[src/rtl/mem_bus_arbiter.sv]
// rtl/mem_bus_arbiter.sv - CPU/DMA memory port arbiter with DMA streak guarantee and bounded lock
// CPU wins ties until CPU_STREAK_MAX consecutive wins; DMA may then lock the bus for up to DMA_LOCK_MAX grants.
module mem_bus_arbiter #(
    parameter int ADDR_WIDTH     = 16,
    parameter int DATA_WIDTH     = 8,
    parameter int CPU_STREAK_MAX = 4,
    parameter int DMA_LOCK_MAX   = 8
) (
    input  logic                  clk,
    input  logic                  reset,
    input  logic                  cpu_req,
    input  logic                  cpu_we,
    input  logic [ADDR_WIDTH-1:0] cpu_addr,
    input  logic [DATA_WIDTH-1:0] cpu_wdata,
    output logic                  cpu_gnt,
    output logic                  cpu_rvalid,
    input  logic                  dma_req,
    input  logic                  dma_we,
    input  logic [ADDR_WIDTH-1:0] dma_addr,
    input  logic [DATA_WIDTH-1:0] dma_wdata,
    input  logic                  dma_lock,
    output logic                  dma_gnt,
    output logic                  dma_rvalid,
    output logic                  mem_en,
    output logic                  mem_we,
    output logic [ADDR_WIDTH-1:0] mem_addr,
    output logic [DATA_WIDTH-1:0] mem_wdata,
    input  logic [DATA_WIDTH-1:0] mem_rdata,
    output logic [DATA_WIDTH-1:0] rdata
);
    localparam int SW = $clog2(CPU_STREAK_MAX + 1);
    localparam int LW = $clog2(DMA_LOCK_MAX + 1);
    localparam logic [SW-1:0] STREAK_MAX = SW'(CPU_STREAK_MAX);
    localparam logic [LW-1:0] LOCK_MAX   = LW'(DMA_LOCK_MAX);

    typedef enum logic {
        ST_ARB        = 1'b0,
        ST_DMA_LOCKED = 1'b1
    } state_t;

    state_t        r_state;
    state_t        w_state_nxt;
    logic [SW-1:0] r_streak;
    logic [SW-1:0] w_streak_nxt;
    logic [LW-1:0] r_lock_cnt;
    logic [LW-1:0] w_lock_nxt;
    logic [LW-1:0] w_lock_inc;
    logic          r_cpu_rv;
    logic          r_dma_rv;
    logic          w_cpu_gnt;
    logic          w_dma_gnt;

    assign w_lock_inc = r_lock_cnt + LW'(1);

    always_ff @(posedge clk) begin
        if (reset) begin
            r_state    <= ST_ARB;
            r_streak   <= '0;
            r_lock_cnt <= '0;
            r_cpu_rv   <= 1'b0;
            r_dma_rv   <= 1'b0;
        end else begin
            r_state    <= w_state_nxt;
            r_streak   <= w_streak_nxt;
            r_lock_cnt <= w_lock_nxt;
            r_cpu_rv   <= w_cpu_gnt & ~cpu_we;
            r_dma_rv   <= w_dma_gnt & ~dma_we;
        end
    end

    always_comb begin
        w_cpu_gnt    = 1'b0;
        w_dma_gnt    = 1'b0;
        w_state_nxt  = r_state;
        w_streak_nxt = r_streak;
        w_lock_nxt   = r_lock_cnt;
        if (!reset) begin
            case (r_state)
                ST_ARB: begin
                    if (cpu_req && dma_req) begin
                        w_dma_gnt = (r_streak == STREAK_MAX);
                        w_cpu_gnt = ~w_dma_gnt;
                    end else begin
                        w_cpu_gnt = cpu_req;
                        w_dma_gnt = dma_req;
                    end
                    // streak counts only CPU wins that made DMA wait
                    if (w_dma_gnt || !dma_req) begin
                        w_streak_nxt = '0;
                    end else if (w_cpu_gnt && (r_streak != STREAK_MAX)) begin
                        w_streak_nxt = r_streak + SW'(1);
                    end
                    if (w_dma_gnt && dma_lock && (DMA_LOCK_MAX > 1)) begin
                        w_state_nxt = ST_DMA_LOCKED;
                        w_lock_nxt  = LW'(1);
                    end
                end
                ST_DMA_LOCKED: begin
                    w_dma_gnt = dma_req;
                    if (!dma_req || !dma_lock || (w_lock_inc == LOCK_MAX)) begin
                        w_state_nxt  = ST_ARB;
                        w_lock_nxt   = '0;
                        w_streak_nxt = '0;
                    end else begin
                        w_lock_nxt = w_lock_inc;
                    end
                end
                default: begin
                    w_state_nxt = ST_ARB;
                end
            endcase
        end
    end

    assign cpu_gnt   = w_cpu_gnt;
    assign dma_gnt   = w_dma_gnt;
    assign mem_en    = w_cpu_gnt | w_dma_gnt;
    assign mem_we    = (w_cpu_gnt & cpu_we) | (w_dma_gnt & dma_we);
    assign mem_addr  = w_cpu_gnt ? cpu_addr  : (w_dma_gnt ? dma_addr  : '0);
    assign mem_wdata = w_cpu_gnt ? cpu_wdata : (w_dma_gnt ? dma_wdata : '0);
    // a read granted just before reset must not report valid while reset is held
    assign cpu_rvalid = r_cpu_rv & ~reset;
    assign dma_rvalid = r_dma_rv & ~reset;
    assign rdata      = mem_rdata;
endmodule

[config.mk]
export PLATFORM = sky130hd
export DESIGN_NAME = mem_bus_arbiter
export DESIGN_NICKNAME = d
export VERILOG_FILES = /design/src/rtl/mem_bus_arbiter.sv
export SDC_FILE = /design/constraint.sdc
export NUM_CORES = 1
export LEC_CHECK = 0
export CORE_MARGIN = 5
export CORE_UTILIZATION = 25
export DETAILED_ROUTE_END_ITERATION = 7
export PLACE_DENSITY = 0.87
export SETUP_SLACK_MARGIN = 0.1
export SLEW_MARGIN = 15
export SYNTH_ARGS = -nofsm -noshare
export SYNTH_HDL_FRONTEND = slang
export SYNTH_SLANG_ARGS = --single-unit
[constraint.sdc]
create_clock -name clk -period 1.4 [get_ports clk]
set_input_delay 0.28 -clock clk [delete_from_list [all_inputs] [get_ports clk]]
set_output_delay 0.28 -clock clk [all_outputs]
set_load 0.01 [all_outputs]
==> flow_summary_export.csv <==
group,metric,value,unit
status,status,"complete, but fails checks",
status,violations,"negative setup slack",
critical_path,reg2reg_from,"r_streak[0]",
critical_path,critical_path_required,1.12,ns
cts,clock_sinks,10,
synthesis,ys_seq_elements,10,
detailed_routing,drtPass1Iterations,4,
floorplanning,io_pins,101,
synthesis,synthesis.instances,104,
synthesis,yosysTopAreaCell,"a22o_1",
synthesis,seq_area_frac_synth,0.219,
placed_design,gp_congestion,0.784,
power_and_ir_drop,sw_frac_of_total,0.268,
power_and_ir_drop,comb_power_share,0.424,
detailed_routing,ant_nets,0,
cts,clock_latency,0.25,ns
cts,cts_tree,"built",
sta,relSlewSlack,0.801,
floorplanning,dieArea,4960,sq um
synthesis,synth_top_area_frac,0.240,
min_path,hold-path-cell-count,2,
sta,setup_slack,-0.585,ns
grt,grt_start_max_net_pins,15,
sta,tightest_slew,0.299,ns
synthesis,syn-num-nets,171,
placed_design,numPortBuffers,84,
sta,timing.fmax,504,MHz
power_and_ir_drop,p_seq_frac,0.251,
detailed_routing,drc,0,
grt,grt.overflow.total,0,
cts,clk_pin_slew,0.05,ns
detailed_routing,wl,4330,microns
detailed_routing,vias,1269,
power_and_ir_drop,power.density,529,nW/um^2
critical_path,worstRegToRegCells,8,
grt,antenna_found_initial,0,
critical_path,cp-end-kind,"output pin",
power_and_ir_drop,p_total,1.18,mW
cts,htreeDepth,1,
sta,finClkSkew,0.000729,ns
sta,hold_viol,0,
power_and_ir_drop,p_clk_frac,0.325,
floorplanning,design.core.area,3610,sq um
cts,postCtsHoldBufs,0,
sta,layout_min_cycle_time,1.99,ns
synthesis,syn_avg_cell_area,8.78,sq um
sta,fin_crit_sh,1.42,
critical_path,critPathLaunchType,"flop",
detailed_routing,drt_iter0_drc,13,
job,maxCapViolations,0,
critical_path,r2r_slack,-0.08,ns
floorplanning,die_w,70.4,microns
synthesis,async_reset_ff_frac,0,
grt,grt_pass1_vias,1289,
power_and_ir_drop,leakage,0.967,nW
finish,multi_input_comb_area,736,sq um
critical_path,cp_max_fo,7,
placed_design,dp_hpwl,2730,microns
finish,n_fill_cell,300,
sta,finalSetupViolations,29,
min_path,worstHoldStart,"reset",
finish,finalInstanceArea,2240,sq um
critical_path,criticalPathCategory,"flop to output pin",
floorplanning,start_util,0.253,
power_and_ir_drop,power.switching,0.317,mW
cts,clockRootBuffer,"clkbuf_8",
synthesis,synth_edf_count,0,
critical_path,cp.arrival,1.71,ns
synthesis,synth.cell_area,913,sq um
cts,clockBufferDepth,2,
sta,worst_hold_slack,0.450,ns
synthesis,synth.area.top_cells,"a22o_1 (24%), dfxtp_1 (22%), buf_4 (7.4%)",
grt,grt_usage,0.157,
power_and_ir_drop,ir_worst_vdd,0.000476,V
finish,area_growth,145,%
finish,drive_above_1_share,0.463,
min_path,min_to,"r_streak[2]",
finish,register_area,210,sq um
sta,slew_viol_final,0,
min_path,min_path_type,"input pin to flop",
grt,grt_pass1_wl,6200,microns
finish,fin_nets,282,
placed_design,pre_cts_ws,-0.941,ns
power_and_ir_drop,p_int,0.866,mW
detailed_routing,wire_per_inst,16.5,microns
synthesis,synth_ff_type,"dfxtp_1",
critical_path,rr_endpoint,"r_cpu_rv",
finish,diodes,0,
floorplanning,rows,22,
cts,cts_buffers,3,
floorplanning,die_y,70.4,microns
synthesis,ys_types,33,
detailed_routing,routed_via_density,4.84,
placed_design,place_area,1850,sq um
synthesis,synth-warning-count,0,
sta,grt_setup_unrepaired,"yes",
state kept, by name (all words and copies together), names as in the netlist:
register	flops
r_lock_cnt	4
r_dma_rv	1
r_streak	3
r_cpu_rv	1
r_state	1
area by class of cell:
cell class	count	share of cell area
clock buffer	4	0.0246
inverter	3	0.00504
multi-input combinational	76	0.329
sequential	10	0.0940
tap	48	0.0269
timing repair buffer	121	0.520
stage by stage:
step	std cells	setup TNS (ns)	utilization
2_1_floorplan	104	-1.32	-
3_5_place_dp	236	-28.39	0.514
6_report	262	-15.54	0.620
3_3_place_gp	236	-27.56	0.514
4_1_cts	251	-14.07	0.568
5_1_grt	262	-17.18	0.620
metal layers:
layer  track usage  vias to the layer above  routed length [microns]
met4        0.0404                        0                       88
met5             0                        -                        0
met3        0.0647                        8                      319
met1         0.170                      593                     1580
met2         0.279                       57                     2340
li1              -                      611                        -
synthesized netlist by cell type (2+ instances only):
| master | count |
|---|---|
| xor2_1 | 2 |
| nor2b_1 | 3 |
| nor2_1 | 4 |
| nand2_1 | 7 |
| o2bb2ai_1 | 2 |
| a31oi_1 | 2 |
| nand2b_1 | 5 |
| a22o_1 | 25 |
| dfxtp_1 | 10 |
| ha_1 | 4 |
| buf_6 | 4 |
| inv_1 | 3 |
| buf_4 | 9 |
| nand3_1 | 5 |
cells by family (layout without fill, tap and decap cells):
family,after synthesis,count (layout),synth area share
AO/OA/AOI/OAI,40,40,0.382
XOR/XNOR,2,2,0.0192
flip-flops,10,10,0.219
AND/OR/NAND/NOR,30,30,0.179
buffers and inverters,18,128,0.145
adder cells (fa/ha/maj),4,4,0.0548
cell usage in the layout, fill, tap and decap left out, types with 2 or more instances in the layout:
cell type and instances:
nor2b_1 3, nand2_4 3, a31oi_1 2, or2_1 2, dfxtp_4 2, buf_12 5, a22o_1 25, dfxtp_1 6
nor2_1 2, clkbuf_8 4, nor2_2 2, inv_2 2, dlygate4sd2_1 3, buf_2 28, buf_6 9, nand3_1 3
o2bb2ai_1 2, buf_16 4, nand2_1 4, nand2b_1 5, clkdlybuf4s50_1 51, buf_4 20, dfxtp_2 2, nand3_2 2
ha_4 3
worst max-delay path, cell delays in order (launching register included):
cell	delay (ns)
dfxtp_2	0.32
inv_2	0.07
ha_4	0.15
nand3_2	0.07
and3b_2	0.24
buf_4	0.15
buf_12	0.13
a22o_1	0.19
buf_2	0.14
repair_timing:
| action | in CTS | in global routing |
|---|---|---|
| gates cloned | 4 | 1 |
| gates resized for setup | 149 | 16 |
| pin swaps | 9 | 22 |
| setup endpoints to repair | 38 | 39 |
| buffers inserted | 7 | 11 |
power groups by stage:
stage | sequential (mW) | clock [mW] | combinational, mW
floorplan | 0.302 | 0 | 0.162
global placement | 0.302 | 0 | 0.425
detailed placement | 0.303 | 0 | 0.432
CTS | 0.298 | 0.382 | 0.466
global route | 0.297 | 0.409 | 0.534
finish | 0.297 | 0.384 | 0.502
worst max path at each step:
stage,end,from,slack (ns)
after floorplan,mem_addr[10],r_streak[1],-0.09
after global placement,mem_addr[11],cpu_req,-0.93
after detailed placement,mem_addr[15],cpu_req,-0.94
after CTS,mem_en,r_streak[0],-0.59
after global routing,mem_en,r_streak[0],-0.65
final,mem_addr[10],r_streak[0],-0.59
Note: power is estimated with default switching activity, not from simulation.
